### config.mk
export PLATFORM = sky130hd
export DESIGN_NAME = vx_cta_dispatch
export DESIGN_NICKNAME = d
export VERILOG_FILES = /design/src/rtl/vx_cta_dispatch.sv
export SDC_FILE = /design/constraint.sdc
export NUM_CORES = 1
export LEC_CHECK = 0
export ABC_AREA = 1
export CORE_AREA = 5 5 165 167
export DETAILED_ROUTE_END_ITERATION = 6
export DIE_AREA = 0 0 170 172
export HOLD_SLACK_MARGIN = 0.02
export PLACE_DENSITY = 0.66
export REMOVE_ABC_BUFFERS = 1
export SETUP_SLACK_MARGIN = 0.5
export SKIP_CTS_REPAIR_TIMING = 1
export SLEW_MARGIN = 20
export SYNTH_ARGS = -nofsm -noshare
export SYNTH_HDL_FRONTEND = slang
export SYNTH_SLANG_ARGS = --single-unit
### constraint.sdc
create_clock -name clk -period 2.5 [get_ports clk]
set_clock_uncertainty 0.15 [all_clocks]
set_input_delay 0.625 -clock clk [delete_from_list [all_inputs] [get_ports clk]]
set_output_delay 0.625 -clock clk [all_outputs]
set_load 0.005 [all_outputs]
### src/rtl/vx_cta_dispatch.sv
// rtl/vx_cta_dispatch.sv - CTA intake, warp spawn and retire tracking; VX_CTA_DISPATCH_PERF_EN adds perf counters
module vx_cta_dispatch #(
    parameter int NUM_WARPS   = 4,
    parameter int NUM_THREADS = 4,
    parameter int XLEN        = 32,
    localparam int WW = (NUM_WARPS > 1) ? $clog2(NUM_WARPS) : 1
) (
    input  logic                   clk,
    input  logic                   reset,
    input  logic                   task_valid,
    input  logic [XLEN-1:0]        task_start_pc,
    input  logic [XLEN-1:0]        task_param,
    input  logic [XLEN-1:0]        task_cta_x,
    input  logic [XLEN-1:0]        task_cta_y,
    input  logic [XLEN-1:0]        task_cta_z,
    input  logic [31:0]            task_cta_id,
    input  logic [31:0]            task_num_warps,
    output logic                   core_ready,
    output logic                   spawn_valid,
    input  logic                   spawn_ready,
    output logic [WW-1:0]          spawn_wid,
    output logic [XLEN-1:0]        spawn_pc,
    output logic [NUM_THREADS-1:0] spawn_tmask,
    input  logic                   warp_done_valid,
    input  logic [WW-1:0]          warp_done_wid,
    output logic [31:0]            cur_cta_id,
    output logic [XLEN-1:0]        cur_cta_x,
    output logic [XLEN-1:0]        cur_cta_y,
    output logic [XLEN-1:0]        cur_cta_z,
    output logic [XLEN-1:0]        cur_param,
    output logic                   cta_done,
    output logic                   grid_done,
    output logic                   cfg_err
`ifdef VX_CTA_DISPATCH_PERF_EN
    ,
    output logic [31:0]            perf_ctas,
    output logic [63:0]            perf_busy_cycles
`endif
);

    localparam int CW = $clog2(NUM_WARPS + 1);

    typedef enum logic [1:0] {S_IDLE, S_SPAWN, S_RUN, S_DONE} state_t;

    state_t                state_q, state_d;
    logic [CW-1:0]         spawn_cnt_q, spawn_cnt_d;
    logic [CW-1:0]         nwarps_q, nwarps_d;
    logic [NUM_WARPS-1:0]  live_q, live_d;
    logic [XLEN-1:0]       pc_q, pc_d;
    logic [XLEN-1:0]       param_q, param_d;
    logic [XLEN-1:0]       cta_x_q, cta_x_d;
    logic [XLEN-1:0]       cta_y_q, cta_y_d;
    logic [XLEN-1:0]       cta_z_q, cta_z_d;
    logic [31:0]           cta_id_q, cta_id_d;
    logic                  core_ready_q, core_ready_d;
    logic                  spawn_valid_q, spawn_valid_d;
    logic                  cta_done_q, cta_done_d;
    logic                  grid_done_q, grid_done_d;
    logic                  cfg_err_q, cfg_err_d;
    logic                  accept;
    logic                  fire;

    // core_ready_q is only ever high in IDLE, so it alone qualifies an accept
    assign accept = task_valid && core_ready_q;
    assign fire   = spawn_valid_q && spawn_ready;

    always_comb begin
        state_d     = state_q;
        spawn_cnt_d = spawn_cnt_q;
        nwarps_d    = nwarps_q;
        live_d      = live_q;
        pc_d        = pc_q;
        param_d     = param_q;
        cta_x_d     = cta_x_q;
        cta_y_d     = cta_y_q;
        cta_z_d     = cta_z_q;
        cta_id_d    = cta_id_q;
        grid_done_d = grid_done_q;
        cfg_err_d   = cfg_err_q;

        case (state_q)
            S_IDLE: begin
                if (accept) begin
                    if (task_cta_x == '1) begin
                        grid_done_d = 1'b1;
                    end else begin
                        pc_d        = task_start_pc;
                        param_d     = task_param;
                        cta_x_d     = task_cta_x;
                        cta_y_d     = task_cta_y;
                        cta_z_d     = task_cta_z;
                        cta_id_d    = task_cta_id;
                        spawn_cnt_d = '0;
                        live_d      = '0;
                        if (task_num_warps == 32'd0) begin
                            nwarps_d = CW'(1);
                        end else if (task_num_warps > 32'(NUM_WARPS)) begin
                            nwarps_d  = CW'(NUM_WARPS);
                            cfg_err_d = 1'b1;
                        end else begin
                            nwarps_d = task_num_warps[CW-1:0];
                        end
                        state_d = S_SPAWN;
                    end
                end
            end
            S_SPAWN: begin
                if (fire) begin
                    spawn_cnt_d = spawn_cnt_q + CW'(1);
                    if (spawn_cnt_q + CW'(1) == nwarps_q) begin
                        state_d = S_RUN;
                    end
                end
            end
            S_RUN: begin
                if (live_q == '0) begin
                    state_d = S_DONE;
                end
            end
            default: begin
                state_d = S_IDLE;
            end
        endcase

        // Retire is applied before spawn so a same-wid collision leaves the warp live
        if (state_q == S_SPAWN || state_q == S_RUN) begin
            for (int i = 0; i < NUM_WARPS; i++) begin
                if (warp_done_valid && warp_done_wid == WW'(i)) begin
                    live_d[i] = 1'b0;
                end
                if (fire && spawn_cnt_q[WW-1:0] == WW'(i)) begin
                    live_d[i] = 1'b1;
                end
            end
        end

        core_ready_d  = (state_d == S_IDLE) && !grid_done_d;
        spawn_valid_d = (state_d == S_SPAWN);
        cta_done_d    = (state_d == S_DONE);
    end

`ifdef VX_CTA_DISPATCH_PERF_EN
    logic [31:0] perf_ctas_q;
    logic [63:0] perf_busy_q;
    assign perf_ctas        = perf_ctas_q;
    assign perf_busy_cycles = perf_busy_q;
`endif

    always_ff @(posedge clk) begin
        if (reset) begin
            state_q       <= S_IDLE;
            spawn_cnt_q   <= '0;
            nwarps_q      <= '0;
            live_q        <= '0;
            pc_q          <= '0;
            param_q       <= '0;
            cta_x_q       <= '0;
            cta_y_q       <= '0;
            cta_z_q       <= '0;
            cta_id_q      <= '0;
            core_ready_q  <= 1'b1;
            spawn_valid_q <= 1'b0;
            cta_done_q    <= 1'b0;
            grid_done_q   <= 1'b0;
            cfg_err_q     <= 1'b0;
`ifdef VX_CTA_DISPATCH_PERF_EN
            perf_ctas_q   <= '0;
            perf_busy_q   <= '0;
`endif
        end else begin
            state_q       <= state_d;
            spawn_cnt_q   <= spawn_cnt_d;
            nwarps_q      <= nwarps_d;
            live_q        <= live_d;
            pc_q          <= pc_d;
            param_q       <= param_d;
            cta_x_q       <= cta_x_d;
            cta_y_q       <= cta_y_d;
            cta_z_q       <= cta_z_d;
            cta_id_q      <= cta_id_d;
            core_ready_q  <= core_ready_d;
            spawn_valid_q <= spawn_valid_d;
            cta_done_q    <= cta_done_d;
            grid_done_q   <= grid_done_d;
            cfg_err_q     <= cfg_err_d;
`ifdef VX_CTA_DISPATCH_PERF_EN
            if (cta_done_q) begin
                perf_ctas_q <= perf_ctas_q + 32'd1;
            end
            if (state_q != S_IDLE) begin
                perf_busy_q <= perf_busy_q + 64'd1;
            end
`endif
        end
    end

    assign core_ready  = core_ready_q;
    assign spawn_valid = spawn_valid_q;
    assign spawn_wid   = spawn_cnt_q[WW-1:0];
    assign spawn_pc    = pc_q;
    assign spawn_tmask = {NUM_THREADS{spawn_valid_q}};
    assign cur_cta_id  = cta_id_q;
    assign cur_cta_x   = cta_x_q;
    assign cur_cta_y   = cta_y_q;
    assign cur_cta_z   = cta_z_q;
    assign cur_param   = param_q;
    assign cta_done    = cta_done_q;
    assign grid_done   = grid_done_q;
    assign cfg_err     = cfg_err_q;

endmodule

; ---- Word level (Yosys, flattened, before mapping)
; Index checks and enable logic that the tools add are counted.
[totals]
register_bits = 209
inputBits = 231
out_inout_bits = 203
word_cells = 84
[op_classes]
addsub = 1
n_lt_le_gt_ge = 1
n_eq_ne = 15
muxes = 27
bitwise_logic = 2
reduce_logical = 23
[ops]
columns = op, count
row1 = "32-bit equality test, second input constant", 1
row2 = "32-bit by 3-bit greater-than comparator with 1-bit output, second input constant", 1
row3 = 32-bit zero test, 1
row4 = 4-bit 2-to-1 mux, 4
row5 = 3-bit 2-to-1 mux, 5
row6 = "2-bit equality test, second input constant", 6
row7 = 1-bit logical AND, 11
row8 = 1-bit 2-to-1 mux, 11
row9 = 2-bit 2-to-1 mux, 5
row10 = "2-bit by 1-bit equality test with 1-bit output, second input constant", 4
row11 = 2-bit zero test, 4
row12 = "2-bit inequality test, second input constant", 3
row13 = 2-bit one-hot mux with 3 select lines, 1
row14 = 3-bit one-hot mux with 2 select lines, 1
row15 = 5-bit AND reduction, 1
row16 = 4-bit zero test, 1
row17 = 4-bit AND reduction, 1
row18 = "3-bit by 1-bit adder with 3-bit output, second input constant", 1
row19 = 3-bit equality test, 1
row20 = 3-bit AND reduction, 1
row21 = 1-bit NOT, 2
row22 = 2-bit nonzero test, 1
row23 = 1-bit zero test, 1
row24 = 1-bit logical OR, 1

; ---- Longest topological paths before layout
; Gate-level depths: netlist of run 1.
[depth]
word_depth = 7
mapped_depth = 12
mapped_depth_nobuf = 12

; ---- Worst setup path before layout of run 1
; OpenSTA, ideal clock, no wires.
[synth_path]
kind = in2reg
from = input task_cta_x[21]
to = register cta_y_q[10] (netlist: cur_cta_y[10])
arrival_time_ns = 1.551
setup_slack_ns = 0.683
stages = 11
path_buffers = 2
cell_sequence = nand2_1 nor2_1 nand2_1 nor2_1 nand2_1 nand2_2 inv_2 buf_2 buf_2 nor2_1 nor2_1
[synth_between]
elab_chain_cells = 3
[synth_lines]
columns = item, line_no
row1 = "start, declared", 13  ; input logic [XLEN-1:0] task_cta_x,
row2 = 32-bit equality test, 84  ; if (task_cta_x == '1) begin
row3 = 1-bit NOT (no line), n/a
row4 = 3-bit AND reduction (no line), n/a
row5 = "end signal, assigned", 178  ; cta_y_q <= cta_y_d;
row6 = "end, declared", 52  ; logic [XLEN-1:0] cta_y_q, cta_y_d;
; No other way between the ends.
; A chain may end at the register's enable or synchronous reset.

; ---- Final worst setup path of run 1
[layout_path]
from = register state_q[1]
to = register cta_x_q[9] (netlist: cur_cta_x[9])
[layout_between]
elab_chain_cells = 2
[layout_lines]
columns = item, line_no
row1 = "start, declared", 45  ; state_t state_q, state_d;
row2 = "start signal, assigned", 171  ; state_q <= state_d;
row3 = 2-bit zero test, 81  ; case (state_q)
row4 = 3-bit AND reduction (no line), n/a
row5 = "end signal, assigned", 177  ; cta_x_q <= cta_x_d;
row6 = "end, declared", 51  ; logic [XLEN-1:0] cta_x_q, cta_x_d;
; No other way between the ends.

==> impl_metrics.ini, run 1 <==
[synthesis]
yosys.area.top_type_share_pct = 53.8
synth-edff-count = 0
synthTopCellsByCount = nor2_1, dfxtp_1, o21ai_0
synthFlopType = dfxtp_1
synth_cell_types = 24
yosysSeqAreaShare_pct = 53.8
synth.area.top_cells = dfxtp_1, nor2_1, o21ai_0
syn_avg_cell_area_um2 = 7.53
synth_top_area_cell = dfxtp_1
yosysWarnings = 0
synthCells = 1033
async_flop_share_pct = 0
synth_area_mm2 = 0.00777
synth-seq-cells = 209
yosysMostFrequentCell = nor2_1

[drt]
drtPass1Iterations = 5
routedWlPerCell_um = 15.9
antenna_left = 0
drtIter0Drc = 391
num_vias = 8355
drc = 0
routed_wl_um = 29200
vias_per_cell = 4.56

[flow_run]
maxCapViolCount = 0

[global_route]
grt_max_degree = 95
grt_pass1_vias = 7884
grt-busiest-layer = met2
grt_first_pass_wirelength_um = 41800
use_met2_pct = 31.2
antenna_found_initial = 0
gr-total-overflow = 0
met3_usage_pct = 5.05
grt_use_total_pct = 17.5
use_met1_pct = 20.5

[final_layout]
nets = 1724
final_core_util_pct = 56.4
instances_no_fill = 1833
syn_to_final_growth_pct = 85.8
multi_input_area_mm2 = 0.00317
drive_gt1_share_pct = 8.68
num_antenna_cells = 0
nFillCells = 2332
regArea_mm2 = 0.00421
design_area_mm2 = 0.0144

[sta]
holdWs_ns = 0.245
setup_viol = 0
finalCriticalPeriod_ns = 1.95
drv_slew = 0
fin_ws_ns = 0.553
clock.fmax_ghz = 0.514
grt_setup_unrepaired = false
hold_violations = 0
timing.final.crit_share_pct = 77.9
tightest_slew_ns = 0.391
max-slew-margin-rel_pct = 73.9

[floorplanning]
io_pins = 434
die_area_mm2 = 0.0292
start_util_pct = 30.4
die_h_um = 172
core_mm2 = 0.0256
die_w_um = 170
num_rows = 59

[placement]
place_hpwl_um = 21200
io_buffers = 433
pre_cts_ws_ns = -0.148
placed_cell_area_mm2 = 0.0127
gp_congestion = 0.827
place_inst = 1781

[setup_path]
critPathKind = reg -> reg
cp_slowest_cell = dfxtp_2
ff2ff_path_depth = 11
worstPathMaxFanout = 8
crit_path_end_kind = register
path_common_cell = nor2_1
crit_family = buffers and inverters
r2r_setup_slack_ns = 0.55
cp_cell_sequence = inv_2 > ha_4 > inv_1 > nor2_1 > buf_4 > nand2_8 > buf_12 > clkbuf_16 > buf_16 > o21ai_1 > nor2_1
critical_path_arrival_ns = 2.19
cp-endpoint = cur_cta_x[9]$_SDFFE_PP0P_
cp.depth = 11
critPathBufInv = 6
worstSetupStartpoint = state_q[1]$_SDFF_PP0_
critPathRequiredTime_ns = 2.74
r2r-start = state_q[1]$_SDFF_PP0_
timing.rr.end = cur_cta_x[9]$_SDFFE_PP0P_
critPathMaxStageDelay_ns = 0.34
startpoint_type = register

[cts]
htreeDepth = 1
cts_root_buffer = clkbuf_16
cts_tree = done
clk_latency_ns = 0.50
numCtsBuffers = 25
cts.clk_slew.worst_paths_ns = 0.06
clockBufferDepth = 3
clock_sinks = 209

[outcome]
status = complete, no violations

[power_and_ir_drop]
peakVddDrop_v = 0.000443
power_density_mw_per_mm2 = 750
p_leak_nw = 8.88

[min_path]
hold_class = in -> reg
[state kept, by name, indices dropped and copies added (netlist names), 2 cells and up]
name,cells
cur_cta_id,32
cur_cta_x,32
cur_cta_y,32
cur_cta_z,32
cur_param,32
live_q,4
nwarps_q,3
spawn_cnt_q,3
spawn_pc,32
state_q,2
[report_power, final]
part,leakage (nW),internal (mW),switching [mW]
sequential,1.73,3.85,0.245
clock,0.398,2.23,1.37
combinational,6.75,1.75,1.38
[metal layers]
| layer | wire length, µm | up-vias |
|---|---|---|
| li1 | - | 4197 |
| met1 | 11500 | 3783 |
| met2 | 14300 | 323 |
| met3 | 2650 | 52 |
| met4 | 776 | 0 |
| met5 | 0 | - |
[how the worst min path moves through the flow]
stage,end,cells after the start,from,slack (ns)
after floorplan,cfg_err$_SDFFE_PP0P_,2,cfg_err$_SDFFE_PP0P_,0.29
after global placement,spawn_pc[11]$_SDFFE_PP0P_,2,spawn_pc[11]$_SDFFE_PP0P_,0.31
after detailed placement,cur_cta_x[6]$_SDFFE_PP0P_,2,cur_cta_x[6]$_SDFFE_PP0P_,0.32
after CTS,cur_cta_x[6]$_SDFFE_PP0P_,2,cur_cta_x[6]$_SDFFE_PP0P_,0.33
after global routing,cur_cta_x[28]$_SDFFE_PP0P_,3,task_cta_x[28],0.26
final,cur_cta_x[8]$_SDFFE_PP0P_,3,task_cta_x[8],0.24
[worst min-delay path: stages]
cell and delay [ns]:
dlymetal6s2s_1 0.10, o21ai_1 0.07, nor2_1 0.07
[logic make-up after synthesis]
family / count (synthesis) / share of synthesized area (%)
buffers and inverters: 94 / 5.97
XOR/XNOR: 1 / 0.113
AND/OR/NAND/NOR: 508 / 25.0
AO/OA/AOI/OAI: 213 / 13.8
flip-flops: 209 / 53.8
adder cells (fa/ha/maj): 8 / 1.29
[final cells by class]
cell class | count | area share [%]
repair buffers | 496 | 39.7
multi-input cells | 730 | 21.9
flip-flops and latches | 209 | 29.1
well taps | 335 | 2.90
inverters | 23 | 0.702
clock inverters | 9 | 0.866
clock buffers | 31 | 4.76
[layout by cell type (no fill, tap or decap), types with 7 or more instances in the layout]
cell type,count
nor2_1,426
inv_1,19
clkbuf_16,31
o21ai_0,151
dlymetal6s2s_1,235
nand2_1,57
buf_4,39
nand3_1,14
dfxtp_1,193
dfxtp_2,14
buf_12,15
ha_1,7
clkdlybuf4s50_1,198
o21ai_1,43
a21oi_1,14
[metrics by stage]
stage | power (mW) | setup TNS (ns)
3_3_place_gp | 7.22 | -15.00
5_1_grt | 11.4 | 0
3_5_place_dp | 7.27 | -13.06
2_1_floorplan | 5.25 | -412.00
6_report | 10.8 | 0
4_1_cts | 10.9 | 0
Power figures use the tool's default switching activity.
==> run 2: changes to the inputs <==
==> constraint.sdc (replaced) <==
create_clock -name clk -period 1.88 [get_ports clk]
set_clock_uncertainty 0.15 [all_clocks]
set_input_delay 0.47 -clock clk [delete_from_list [all_inputs] [get_ports clk]]
set_output_delay 0.47 -clock clk [all_outputs]
set_load 0.005 [all_outputs]
==> impl_metrics.ini, run 2 (synthesized netlist as in run 1, its figures left out) <==
[outcome]
status = complete, no violations

[sta]
hold_violations = 0
fin_ws_ns = 0.109
tns_ns = 0
timing.final.crit_share_pct = 94.2
max-slew-margin-rel_pct = 78.5
clock.fmax_ghz = 0.565
finalCriticalPeriod_ns = 1.77
holdWs_ns = 0.0965
setup_viol = 0
grt_setup_unrepaired = true
drv_slew = 0
tightest_slew_ns = 0.319

[setup_path]
worstPathMaxFanout = 12
critPathRequiredTime_ns = 2.13
startpoint_type = register
critPathBufInv = 5
crit_path_end_kind = register
critical_path_arrival_ns = 2.02
critPathKind = reg -> reg
cp_cell_sequence = inv_4 > ha_4 > inv_2 > nor2_4 > buf_6 > nand2_8 > clkbuf_16 > buf_12 > o21ai_0 > nor2_1
crit_family = buffers and inverters
cp_slowest_cell = dfxtp_2
critPathMaxStageDelay_ns = 0.34
r2r-start = state_q[1]$_SDFF_PP0_
ff2ff_path_depth = 10
timing.rr.end = cur_cta_id[12]$_SDFFE_PP0P_
r2r_setup_slack_ns = 0.11

[final_layout]
nFillCells = 2288
layout_common_cells = nor2_1, clkdlybuf4s50_1, o21ai_0, dlymetal6s2s_1, dfxtp_2
num_antenna_cells = 0
layout_commonest_cell = nor2_1
design_area_mm2 = 0.0148
instances_no_fill = 1857
drive_gt1_share_pct = 28.0
final_core_util_pct = 57.8
syn_to_final_growth_pct = 90.4
nets = 1744

[global_route]
grt_first_pass_wirelength_um = 41900
grt_use_total_pct = 17.7
grt_max_degree = 48
gr-total-overflow = 0
antenna_found_initial = 0
grt_pass1_vias = 7889

[drt]
routedWlPerCell_um = 16.5
drc = 0
vias_per_cell = 4.61
wl_met1_um = 11700
antenna_left = 0
wl_met3_um = 2870
topRoutingLayerUsed = met4
wl_met2_um = 15300
drtIter0Drc = 411
routed_wl_um = 30700
drtPass1Iterations = 5
num_vias = 8563

[floorplanning]
die_h_um = 172
die_area_mm2 = 0.0292
die_w_um = 170
start_util_pct = 30.4
num_rows = 59
core_mm2 = 0.0256
io_pins = 434

[flow_run]
maxCapViolCount = 0

[cts]
numCtsBuffers = 24
htreeDepth = 1
cts_tree = done
clockBufferDepth = 3
clock_sinks = 209
clk_latency_ns = 0.51
cts.clk_slew.worst_paths_ns = 0.06
cts_root_buffer = clkbuf_16

[placement]
place_inst = 1791
pre_cts_ws_ns = -0.600
placed_cell_area_mm2 = 0.0129
place_hpwl_um = 21400
gp_congestion = 0.834
io_buffers = 433

[power_and_ir_drop]
power_density_mw_per_mm2 = 1000
peakVddDrop_v = 0.000688
p_leak_nw = 7.62
design_power_total_mw = 14.8

[min_path]
hold_path_depth = 3
min-delay-start = task_cta_x[14]
hold_path_end = cur_cta_x[14]$_SDFFE_PP0P_
hold_class = in -> reg
[run 2: worst max-delay path by stage]
stage,slack (ns),startpoint,depth (start not counted),end
global placement,-0.59,task_cta_x[8],11,cur_cta_x[16]$_SDFFE_PP0P_
floorplan,-2.76,task_cta_x[21],9,nwarps_q[2]$_SDFFE_PP0P_
detailed placement,-0.60,task_cta_x[8],11,cur_cta_id[20]$_SDFFE_PP0P_
finish,0.11,state_q[1]$_SDFF_PP0_,10,cur_cta_id[12]$_SDFFE_PP0P_
global route,-0.03,state_q[0]$_SDFF_PP0_,10,cur_cta_id[12]$_SDFFE_PP0P_
CTS,-0.29,spawn_cnt_q[0]$_SDFFE_PP0P_,2,spawn_wid[0]
[run 2: power breakdown]
group | internal [mW] | switching (mW)
sequential | 5.20 | 0.406
clock | 2.80 | 1.88
combinational | 2.57 | 1.97
[run 2: layout make-up]
| class | instances | area (µm²) | area share (%) |
|---|---|---|---|
| clock buffers | 36 | 727 | 4.91 |
| clock inverters | 7 | 65.1 | 0.440 |
| inverters | 23 | 106 | 0.719 |
| multi-input cells | 730 | 3390 | 22.9 |
| flip-flops and latches | 209 | 4340 | 29.3 |
| well taps | 335 | 419 | 2.83 |
| repair buffers | 517 | 5750 | 38.8 |
[run 2: worst min-delay path, delay by kind of cell]
family | cells | cell delay (ns)
buffers and inverters | 1 | 0.10
AND/OR/NAND/NOR | 1 | 0.07
AO/OA/AOI/OAI | 1 | 0.08
[run 2: per-layer routing]
| layer | global-route usage [%] | vias up |
|---|---|---|
| met4 | 5.17 | 0 |
| li1 | - | 4236 |
| met5 | 0 | - |
| met3 | 5.74 | 60 |
| met1 | 20.8 | 3911 |
| met2 | 30.8 | 356 |
==> run 3: changes to the inputs <==
--- a/config.mk
+++ b/config.mk
@@ -11,6 +11,7 @@
 export DIE_AREA = 0 0 170 172
 export HOLD_SLACK_MARGIN = 0.02
 export PLACE_DENSITY = 0.66
+export RECOVER_POWER = 25
 export REMOVE_ABC_BUFFERS = 1
 export SETUP_SLACK_MARGIN = 0.5
 export SKIP_CTS_REPAIR_TIMING = 1
==> impl_metrics.ini, run 3 (synthesized netlist as in run 1, its figures left out) <==
[global_route]
grt_first_pass_wirelength_um = 41900
antenna_found_initial = 0
grt_use_total_pct = 17.7
gr-total-overflow = 0
grt_pass1_vias = 7889
grt_max_degree = 48

[sta]
tightest_slew_ns = 0.319
grt_setup_unrepaired = true
finalCriticalPeriod_ns = 1.77
clock.fmax_ghz = 0.565
hold_violations = 0
timing.final.crit_share_pct = 94.2
setup_viol = 0
max-slew-margin-rel_pct = 78.5
holdWs_ns = 0.0965
tns_ns = 0
drv_slew = 0
fin_ws_ns = 0.109

[floorplanning]
num_rows = 59
io_pins = 434
start_util_pct = 30.4
die_w_um = 170
die_h_um = 172
core_mm2 = 0.0256
die_area_mm2 = 0.0292

[setup_path]
worstPathMaxFanout = 12
cp_slowest_cell = dfxtp_2
startpoint_type = register
critPathKind = reg -> reg
critPathMaxStageDelay_ns = 0.34
worstSetupStartpoint = state_q[1]$_SDFF_PP0_
timing.rr.end = cur_cta_id[12]$_SDFFE_PP0P_
ff2ff_path_depth = 10
critPathBufInv = 5
critical_path_arrival_ns = 2.02
critPathRequiredTime_ns = 2.13
cp_cell_sequence = inv_4 > ha_4 > inv_2 > nor2_4 > buf_6 > nand2_8 > clkbuf_16 > buf_12 > o21ai_0 > nor2_1
crit_path_end_kind = register
cp-endpoint = cur_cta_id[12]$_SDFFE_PP0P_
r2r_setup_slack_ns = 0.11
cp.depth = 10
r2r-start = state_q[1]$_SDFF_PP0_
crit_family = buffers and inverters

[drt]
routed_wl_um = 30700
drc = 0
vias_per_cell = 4.61
antenna_left = 0
drtPass1Iterations = 5
num_vias = 8570
drtIter0Drc = 404
routedWlPerCell_um = 16.5

[power_and_ir_drop]
peakVddDrop_v = 0.000687
design_power_total_mw = 14.7
p_leak_nw = 7.55
power_density_mw_per_mm2 = 1010

[flow_run]
maxCapViolCount = 0

[placement]
io_buffers = 433
place_inst = 1791
gp_congestion = 0.834
pre_cts_ws_ns = -0.600
placed_cell_area_mm2 = 0.0129
place_hpwl_um = 21400

[cts]
cts_tree = done
cts_root_buffer = clkbuf_16
htreeDepth = 1
numCtsBuffers = 24
clockBufferDepth = 3
cts.clk_slew.worst_paths_ns = 0.06
clock_sinks = 209
clk_latency_ns = 0.51

[final_layout]
layout_common_cells = nor2_1, clkdlybuf4s50_1, dfxtp_1, o21ai_0, dlymetal6s2s_1
num_antenna_cells = 0
design_area_mm2 = 0.0147
final_core_util_pct = 57.3
instances_no_fill = 1857
nFillCells = 2349
syn_to_final_growth_pct = 88.7
nets = 1744
layout_commonest_cell = nor2_1
drive_gt1_share_pct = 21.4

[outcome]
status = complete, no violations

[min_path]
hold_class = in -> reg
-- run 3: metal layers --
layer | routed length (µm) | global-route usage (%) | part of all wire, %
met1 | 11700 | 20.8 | 38
met2 | 15300 | 30.8 | 50
met3 | 2860 | 5.74 | 9.3
met4 | 847 | 5.17 | 2.8
met5 | 0 | 0 | 0
-- run 3: cell type report --
type / count / area, µm² / area share (%)
Inverter: 23 / 106 / 0.725
Tap cell: 335 / 419 / 2.86
Clock buffer: 36 / 727 / 4.96
Multi-Input combinational cell: 730 / 3390 / 23.1
Clock inverter: 7 / 65.1 / 0.444
Sequential cell: 209 / 4220 / 28.8
Timing Repair Buffer: 517 / 5740 / 39.2
-- run 3: worst min path at each step --
| stage | from | endpoint | depth (start not counted) |
|---|---|---|---|
| 3_3_place_gp | cur_cta_id[25]$_SDFFE_PP0P_ | cur_cta_id[25]$_SDFFE_PP0P_ | 2 |
| 6_report | task_cta_x[14] | cur_cta_x[14]$_SDFFE_PP0P_ | 3 |
| 2_1_floorplan | cfg_err$_SDFFE_PP0P_ | cfg_err$_SDFFE_PP0P_ | 2 |
| 5_1_grt | task_cta_x[14] | cur_cta_x[14]$_SDFFE_PP0P_ | 3 |
| 3_5_place_dp | spawn_pc[15]$_SDFFE_PP0P_ | spawn_pc[15]$_SDFFE_PP0P_ | 2 |
| 4_1_cts | nwarps_q[1]$_SDFFE_PP0P_ | nwarps_q[1]$_SDFFE_PP0P_ | 2 |
-- run 3: power breakdown --
group | total (mW) | switching (mW) | leakage, nW | internal (mW)
Combinational | 4.53 | 1.97 | 5.43 | 2.56
Sequential | 5.54 | 0.407 | 1.74 | 5.13
Clock | 4.68 | 1.88 | 0.387 | 2.80
-- run 3: worst register-to-register path: stages, from the launching register on --
cell and delay (ns):
dfxtp_2 0.34, inv_4 0.07, ha_4 0.13, inv_2 0.04
nor2_4 0.08, buf_6 0.12, nand2_8 0.12, clkbuf_16 0.21
buf_12 0.14, o21ai_0 0.19, nor2_1 0.06
